$ cat config.mk
export PLATFORM = sky130hd
export DESIGN_NAME = acc_fp16
export DESIGN_NICKNAME = d
export VERILOG_FILES = /design/src/rtl/acc_fp16.sv
export SDC_FILE = /design/constraint.sdc
export NUM_CORES = 1
export LEC_CHECK = 0
export ABC_AREA = 1
export CAP_MARGIN = 20
export CORE_UTILIZATION = 61
export CTS_CLUSTER_SIZE = 24
export DETAILED_ROUTE_END_ITERATION = 12
export HOLD_SLACK_MARGIN = 0.12
export PLACE_DENSITY = 0.82
export SKIP_CTS_REPAIR_TIMING = 1
export SYNTH_ARGS = -nofsm -noshare
export SYNTH_HDL_FRONTEND = slang
export SYNTH_SLANG_ARGS = --single-unit
$ cat constraint.sdc
create_clock -name clk -period 4.47 [get_ports clk]
set_input_delay 0.6705 -clock clk [delete_from_list [all_inputs] [get_ports clk]]
set_output_delay 0.6705 -clock clk [all_outputs]
set_load 0.01 [all_outputs]
$ cat src/rtl/acc_fp16.sv
`default_nettype none
// ============================================================================
// Module      : acc_fp16
// Description : Sequential fp16 accumulator. Adds a stream of products to a
//               per-vector bias with a 4-cycle align/add/normalize adder and
//               hands the final sum downstream over valid/ready.
// Revision    : 1.0 - initial release
// ============================================================================
module acc_fp16 (
  input  logic        clk,
  input  logic        rst,
  input  logic [15:0] bias,
  input  logic        in_valid,
  output logic        in_ready,
  input  logic [15:0] in_data,
  input  logic        in_last,
  output logic        out_valid,
  input  logic        out_ready,
  output logic [15:0] out_data
);

  // Sentinel codes shared with the multiplier; they are not numeric values.
  localparam logic [15:0] POS_INF = 16'h7A00;
  localparam logic [15:0] NEG_INF = 16'hFA00;

  typedef enum logic [2:0] {
    S_WAIT  = 3'd0,
    S_ALIGN = 3'd1,
    S_ADD   = 3'd2,
    S_NORM  = 3'd3,
    S_OUT   = 3'd4
  } state_t;

  state_t             state_q, state_d;
  logic [15:0]        acc_q, acc_d;
  logic               first_q, first_d;
  logic               last_q, last_d;
  // Raw operands kept unswapped so the special cases can see which one is acc.
  logic [15:0]        a_raw_q, a_raw_d;
  logic [15:0]        b_raw_q, b_raw_d;
  logic               a_sign_q, a_sign_d, b_sign_q, b_sign_d;
  logic [4:0]         a_exp_q, a_exp_d, b_exp_q, b_exp_d;
  logic [13:0]        a_man_q, a_man_d, b_man_q, b_man_d;
  logic [14:0]        sum_q, sum_d;
  logic               res_sign_q, res_sign_d;
  logic signed [6:0]  res_exp_q, res_exp_d;
  logic               in_ready_q, in_ready_d;
  logic               out_valid_q, out_valid_d;

  // Combinational helpers
  logic [15:0]        a_src;
  logic               b_bigger;
  logic [13:0]        small_man;
  logic [4:0]         exp_diff;
  logic [3:0]         lzc;
  logic               found;
  logic [9:0]         norm_frac;
  logic signed [6:0]  norm_exp;
  logic [15:0]        norm_res;

  assign in_ready  = in_ready_q;
  assign out_valid = out_valid_q;
  assign out_data  = acc_q;

  function automatic logic is_inf(input logic [15:0] x);
    return (x == POS_INF) || (x == NEG_INF);
  endfunction

  // Normalize the registered sum and resolve the special cases into a result.
  always_comb begin
    lzc   = 4'd0;
    found = 1'b0;
    for (int i = 13; i >= 0; i--) begin
      if (!found && sum_q[i]) begin
        lzc   = 4'(13 - i);
        found = 1'b1;
      end
    end
    if (sum_q[14]) begin
      norm_frac = sum_q[13:4];
      norm_exp  = res_exp_q + 7'sd1;
    end else begin
      norm_frac = 10'((sum_q[13:0] << lzc) >> 3);
      norm_exp  = res_exp_q - $signed({3'b000, lzc});
    end
    if (is_inf(a_raw_q)) begin
      norm_res = a_raw_q;
    end else if (is_inf(b_raw_q)) begin
      norm_res = b_raw_q;
    end else if (a_raw_q[14:10] == 5'd0) begin
      norm_res = b_raw_q;
    end else if (b_raw_q[14:10] == 5'd0) begin
      norm_res = a_raw_q;
    end else if (sum_q == 15'd0) begin
      norm_res = 16'h0000;
    end else if (norm_exp <= 7'sd0) begin
      norm_res = 16'h0000;
    end else if (norm_exp >= 7'sd31) begin
      norm_res = res_sign_q ? NEG_INF : POS_INF;
    end else begin
      norm_res = {res_sign_q, norm_exp[4:0], norm_frac};
    end
  end

  // Next-state logic for the FSM and the adder pipeline registers.
  always_comb begin
    state_d     = state_q;
    acc_d       = acc_q;
    first_d     = first_q;
    last_d      = last_q;
    a_raw_d     = a_raw_q;
    b_raw_d     = b_raw_q;
    a_sign_d    = a_sign_q;
    b_sign_d    = b_sign_q;
    a_exp_d     = a_exp_q;
    b_exp_d     = b_exp_q;
    a_man_d     = a_man_q;
    b_man_d     = b_man_q;
    sum_d       = sum_q;
    res_sign_d  = res_sign_q;
    res_exp_d   = res_exp_q;
    a_src       = first_q ? bias : acc_q;
    b_bigger    = (b_exp_q > a_exp_q) || ((b_exp_q == a_exp_q) && (b_man_q > a_man_q));
    small_man   = b_man_q;
    exp_diff    = 5'd0;

    case (state_q)
      S_WAIT: begin
        if (in_valid) begin
          a_raw_d  = a_src;
          b_raw_d  = in_data;
          last_d   = in_last;
          a_sign_d = a_src[15];
          a_exp_d  = a_src[14:10];
          a_man_d  = (a_src[14:10] == 5'd0) ? 14'd0 : {1'b1, a_src[9:0], 3'b000};
          b_sign_d = in_data[15];
          b_exp_d  = in_data[14:10];
          b_man_d  = (in_data[14:10] == 5'd0) ? 14'd0 : {1'b1, in_data[9:0], 3'b000};
          state_d  = S_ALIGN;
        end
      end
      S_ALIGN: begin
        // Larger magnitude becomes A; the smaller one is shifted into place.
        if (b_bigger) begin
          a_sign_d  = b_sign_q;
          a_exp_d   = b_exp_q;
          a_man_d   = b_man_q;
          b_sign_d  = a_sign_q;
          b_exp_d   = a_exp_q;
          small_man = a_man_q;
        end
        exp_diff = a_exp_d - b_exp_d;
        b_man_d  = (exp_diff >= 5'd14) ? 14'd0 : (small_man >> exp_diff);
        state_d  = S_ADD;
      end
      S_ADD: begin
        // A holds the larger magnitude, so the difference cannot go negative.
        if (a_sign_q == b_sign_q) begin
          sum_d = {1'b0, a_man_q} + {1'b0, b_man_q};
        end else begin
          sum_d = {1'b0, a_man_q} - {1'b0, b_man_q};
        end
        res_sign_d = a_sign_q;
        res_exp_d  = $signed({2'b00, a_exp_q});
        state_d    = S_NORM;
      end
      S_NORM: begin
        acc_d   = norm_res;
        first_d = 1'b0;
        state_d = last_q ? S_OUT : S_WAIT;
      end
      S_OUT: begin
        if (out_ready) begin
          first_d = 1'b1;
          state_d = S_WAIT;
        end
      end
      default: begin
        state_d = S_WAIT;
      end
    endcase

    in_ready_d  = (state_d == S_WAIT);
    out_valid_d = (state_d == S_OUT);
  end

  // State and datapath registers with synchronous reset.
  always_ff @(posedge clk) begin
    if (rst) begin
      state_q     <= S_WAIT;
      acc_q       <= 16'h0000;
      first_q     <= 1'b1;
      last_q      <= 1'b0;
      a_raw_q     <= 16'h0000;
      b_raw_q     <= 16'h0000;
      a_sign_q    <= 1'b0;
      b_sign_q    <= 1'b0;
      a_exp_q     <= 5'd0;
      b_exp_q     <= 5'd0;
      a_man_q     <= 14'd0;
      b_man_q     <= 14'd0;
      sum_q       <= 15'd0;
      res_sign_q  <= 1'b0;
      res_exp_q   <= 7'sd0;
      in_ready_q  <= 1'b1;
      out_valid_q <= 1'b0;
    end else begin
      state_q     <= state_d;
      acc_q       <= acc_d;
      first_q     <= first_d;
      last_q      <= last_d;
      a_raw_q     <= a_raw_d;
      b_raw_q     <= b_raw_d;
      a_sign_q    <= a_sign_d;
      b_sign_q    <= b_sign_d;
      a_exp_q     <= a_exp_d;
      b_exp_q     <= b_exp_d;
      a_man_q     <= a_man_d;
      b_man_q     <= b_man_d;
      sum_q       <= sum_d;
      res_sign_q  <= res_sign_d;
      res_exp_q   <= res_exp_d;
      in_ready_q  <= in_ready_d;
      out_valid_q <= out_valid_d;
    end
  end

endmodule
`default_nettype wire

# Yosys cells after proc, flatten, opt, wreduce, memory -nomap -nowiden
# Index checks and enable logic that the tools add are counted.
[totals]
mem_bits_ro = 0
out_inout_bits = 18
mem_bits_rw = 0
latchBits = 0
n_memories = 0
wordCells = 154
ff_bits = 116
[classes]
n_shift = 2
n_eq_ne = 14
muxes = 68
order_cmp = 5
n_addsub = 5
bitwise_logic = 0
div_mod_pow = 0
reduce_logical = 43
mul = 0
[op_table]
columns = ["operator", "count"]
rows = [
  ["$mux 16", 9],
  ["$mux 14", 8],
  ["$pmux 14 s2", 2],
  ["$mux 4", 11],
  ["$eq 16x15->1 const B", 2],
  ["$eq 16x16->1 const B", 2],
  ["$mux 5", 6],
  ["$logic_not 5->1", 4],
  ["$pmux 5 s2", 2],
  ["$mux 1", 19],
  ["$add 14x14->15", 1],
  ["$logic_not 15->1", 1],
  ["$mux 15", 1],
  ["$pmux 3 s5", 1],
  ["$sub 14x14->15", 1],
  ["$gt 14x14->1", 1],
  ["$logic_and 1x1->1", 14],
  ["$shl 14x4->13", 1],
  ["$shr 14x5->14", 1],
  ["$logic_not 1->1", 13],
  ["$mux 10", 1],
  ["$mux 3", 3],
  ["$ge 7x6->1 const B", 1],
  ["$le 7x1->1 const B", 1],
  ["other kinds (19)", 31],
]

# Logic depth before layout (Yosys ltp)
[depth]
depth_word = 50
mapped_depth = 25
mapped_depth_nobuf = 25

# Least setup slack after synthesis
# OpenSTA, ideal clock, no wires.
[synth_path]
kind = "register -> register"
from = "register sum_q[12]"
to = "register acc_q[0], in the netlist out_data[0]"
path_buffers = 1
setup_time_ns = 0.070
path_stages_with_launch = 22
setup_slack_ns = 1.167
arrival_time_ns = 3.233
path_cell_list = "dfxtp_1 > nor2_2 > nand3_1 > nor2_2 > nand4_1 > nand3_2 > buf_4 > ha_1 > inv_1 > fa_1 > a21oi_1 > nor2_1 > o21ai_0 > xor2_1 > o21ai_0 > nand2_1 > nand3_1 > a21oi_1 > nand2_1 > nand2_1 > nand4_1 > a21oi_1"
[synth_between]
elab_chain_len = 48
[synth_lines]
columns = ["element", "line", "source"]
rows = [
  ["start, declared", "44", "logic [14:0] sum_q, sum_d;"],
  ["start signal, assigned", "220", "sum_q <= sum_d;"],
  ["$logic_and 1x1->1", "74", "if (!found && sum_q[i]) begin"],
  ["$mux 1", "74", ""],
  ["$logic_not 1->1", "74", ""],
  ["$logic_and 1x1->1", "74", ""],
  ["$mux 1", "74", ""],
  ["$logic_not 1->1", "74", ""],
  ["$logic_and 1x1->1", "74", ""],
  ["$mux 1", "74", ""],
  ["[32 not listed]", "-", ""],
  ["$ge 7x6->1", "98", "end else if (norm_exp >= 7'sd31) begin"],
  ["$mux 16", "98", ""],
  ["$mux 16", "96", "end else if (norm_exp <= 7'sd0) begin"],
  ["$mux 16 *", "94", "end else if (sum_q == 15'd0) begin"],
  ["$mux 16 *", "92", "end else if (b_raw_q[14:10] == 5'd0) begin"],
  ["$mux 16 *", "90", "end else if (a_raw_q[14:10] == 5'd0) begin"],
  ["$mux 16 *", "88", "end else if (is_inf(b_raw_q)) begin"],
  ["$mux 16 *", "86", "if (is_inf(a_raw_q)) begin"],
  ["end signal, assigned", "191", "acc_q <= 16'h0000;"],
  ["end signal, assigned", "209", "acc_q <= acc_d;"],
  ["end, declared", "35", "logic [15:0] acc_q, acc_d;"],
]
# Mark *: on every way between the ends. The rest lies on a longest branch, timed or not.
# A chain may end at the register's enable or synchronous reset.

# Worst setup path in the final report
[layout_path]
from = "register sum_q[8]"
to = "register acc_q[1], in the netlist out_data[1]"
[layout_between]
elab_chain_len = 36
[layout_lines]
columns = ["element", "line"]
rows = [
  ["$logic_and 1x1->1", "74"],
  ["$mux 1", "74"],
  ["$logic_not 1->1", "74"],
  ["$logic_and 1x1->1", "74"],
  ["$mux 1", "74"],
  ["$logic_not 1->1", "74"],
  ["$logic_and 1x1->1", "74"],
  ["$mux 1", "74"],
  ["[20 not listed]", "-"],
  ["$ge 7x6->1", "98"],
  ["$mux 16", "98"],
  ["$mux 16", "96"],
  ["$mux 16 *", "94"],
  ["$mux 16 *", "92"],
  ["$mux 16 *", "90"],
  ["$mux 16 *", "88"],
  ["$mux 16 *", "86"],
]
# Marked as above.

==> flow_metrics.tcl <==
set metrics [dict create \
    worstPathCellList "nor2_1 > nand3_1 > nor2_2 > nand4_1 > nand3_4 > ha_1 > inv_1 > fa_1 > a21oi_1 > nor2_1 > o21ai_0 > xor2_1 > o21ai_0 > nand2_1 > nand3_1 > a21oi_1 > o21ai_0 > nand2_1 > nand2_1 > a21oi_1" \
    grt_antenna_before_repair 0 \
    p_int_mw 3.09 \
    synth-main-ff-cell "dfxtp_1" \
    dp.final_hpwl_um 21100 \
    p_per_area_nw_per_um2 617 \
    clock_latency_ns 0.42 \
    setup_viol 0 \
    final.setup.tns_ns 0 \
    power_frac_comb 0.564 \
    path_max_fanout 21 \
    hold_violations 0 \
    wirelength_um 27700 \
    drive_gt1_frac 0.0666 \
    cts.clk_slew.worst_paths_ns 0.06 \
    dieArea_sq_um 14600 \
    fillers 1176 \
    cap_viol_max_count 0 \
    cp.required_ns 4.82 \
    synth_area_sq_um 8610 \
    fin_skew_ns 0.00821 \
    ys_warn_count 0 \
    area_growth_pct 13.7 \
    arrival_ns 4.37 \
    ys_ff_latch 116 \
    drt-vias-per-instance 5.94 \
    final_nets 1463 \
    fin_hold_ws_ns 0.460 \
    clockRootBuffer "clkbuf_16" \
    port_buffers 54 \
    outcome "finished clean" \
    start_util 0.623 \
    power.total_mw 6.04 \
    die_w_um 121 \
    path_class "reg -> reg" \
    rows 43 \
    p_seq_frac 0.210 \
    tightestPinTransition_ns 0.908 \
    cts_tree "built" \
    synth_async_sr_flop_share 0 \
    maxSlewHeadroom 0.394 \
    place.gp.congestion 0.966 \
    num_io_pins 55 \
    drc 0 \
    hp-class "reg -> reg" \
    synth_top_area_frac 0.270 \
    synth_cell_type_count 47 \
    switching_share 0.488 \
    leakagePower_nw 4.66 \
    slowest_delay_ns 0.41 \
    insertedDiodeCount 0 \
    vdd_drop_max_mv 0.443 \
    wl_per_cell_um 17.5 \
    cp.buffers_inverters 1 \
    cp-start-kind "flip-flop" \
    rsz0062_at_grt "false" \
    slowest_stage "fa_1" \
    switchingPower_mw 2.94 \
    dieHeight_um 121 \
    core-area_sq_um 13800 \
    numCtsBuffers 17 \
    grt_pass1_vias 8494 \
    synth_nets 1438 \
    yosys-top-cells-area "dfxtp_1, nand2_1, a21oi_1" \
    yosysSeqAreaShare 0.270 \
    vias 9370 \
    post_synth.cell_area_avg_sq_um 6.34 \
    finalCriticalPeriod_ns 4.03 \
    initialDrtViolationCount 1043 \
    cts_sinks 116 \
    slew_violations 0 \
    period_share 0.901 \
    final_cell_mix "nand2_1, inv_1, a21oi_1" \
    yosys.area.top_type "dfxtp_1" \
    detail-route-antenna-nets 0 \
    grt_overflow 0 \
    firstDrtPassIters 5 \
    synth-edff-count 0 \
    final_common_cell "nand2_1" \
    worstSetupEndpointType "flip-flop" \
    cts.path.max_buffers 2 \
    clock.fmax_mhz 248 \
    grt_max_degree 64 \
    grt_pass1_wl_um 43500 \
    htree_num_levels 4 \
    syn_inst 1359 \
    path_delay_family "simple AND/OR/NAND/NOR gates" \
    grtUsageTotal 0.384 \
    clkPwrFrac 0.226 \
]
-- cell usage after synthesis (3+ instances only) --
cell type / number
ha_1: 39
o21a_1: 3
o22ai_1: 12
inv_1: 177
buf_1: 3
nand4_1: 25
inv_2: 5
mux2i_1: 12
o221ai_1: 7
o31ai_1: 3
fa_1: 3
o21ai_0: 116
nand3b_1: 3
clkinv_1: 3
nor2_2: 5
a211oi_1: 10
o21ai_1: 13
a21boi_0: 6
nand3_2: 6
buf_2: 3
nand2_4: 7
nand3_1: 119
nor3_1: 8
a31oi_1: 8
clkbuf_1: 48
a21oi_1: 144
nor4_1: 6
o21bai_1: 4
o211ai_1: 8
nand2_2: 11
buf_6: 8
dfxtp_1: 116
buf_4: 3
nor2_1: 82
xor2_1: 12
nand2_1: 305
-- registers in the layout, indices dropped and copies added (netlist names), 4 cells and up, named ones only --
| signal | flops |
|---|---|
| sum_q | 15 |
| res_exp_q | 5 |
| b_raw_q | 16 |
| b_man_q | 14 |
| a_exp_q | 4 |
| a_raw_q | 16 |
| b_exp_q | 4 |
| a_man_q | 14 |
| out_data | 16 |
-- stage by stage --
| stage | cells | worst slack, ns | cell area, sq um | util |
|---|---|---|---|---|
| after floorplan | 1359 | 1.17 | 8610 | - |
| after global placement | 1545 | 0.643 | 9190 | 0.665 |
| after detailed placement | 1545 | 0.503 | 9190 | 0.665 |
| after CTS | 1577 | 0.461 | 9780 | 0.707 |
| after global routing | 1577 | 0.0217 | 9790 | 0.708 |
| final | 1577 | 0.443 | 9790 | 0.708 |
-- worst min-delay path: stages, from the launching register on --
cell	delay (ns)
dfxtp_1	0.29
inv_1	0.06
a21oi_1	0.06
-- final cells by class --
type                    count  area, sq um  area share
clock buffers              18          439      0.0449
clock inverters            14          153      0.0156
inverters                 185          694      0.0709
multi-input cells         993         5290       0.541
flip-flops and latches    116         2320       0.237
well taps                 180          225      0.0230
repair buffers             71          663      0.0677
-- power by group through the flow --
stage	Combinational, mW	Sequential (mW)	Clock, mW
after floorplan	2.65	1.25	0
after detailed placement	3.32	1.28	0
after global placement	3.31	1.28	0
after CTS	3.35	1.26	1.36
after global routing	3.82	1.28	1.41
final	3.40	1.27	1.37
-- worst paths after layout --
check	from	to	slack, ns	cells past startpoint
hold / removal	res_sign_q$_SDFFE_PP0N_	res_sign_q$_SDFFE_PP0N_	0.46	2
hold reg to reg	res_sign_q$_SDFFE_PP0N_	res_sign_q$_SDFFE_PP0N_	0.46	2
setup / recovery	sum_q[8]$_SDFFE_PP0N_	out_data[1]$_SDFFE_PP0P_	0.44	20
setup reg to reg	sum_q[8]$_SDFFE_PP0N_	out_data[1]$_SDFFE_PP0P_	0.44	20
-- cells by family after synthesis --
logic type,after synthesis,share of synthesized area
simple gates,585,0.304
fa+ha+maj,42,0.0637
buf+inv,250,0.118
compound gates,340,0.217
flops,116,0.270
xor+xnor,14,0.0142
mux,12,0.0140
-- routing by layer --
metal  global-route usage  vias up  part of all wire
met2                0.592      448              0.45
li1                     -     4572                 -
met1                0.509     4273              0.43
met3               0.0651       77             0.082
met4                0.208        0             0.043
met5                    0        -                 0
Power figures use the tool's default switching activity.
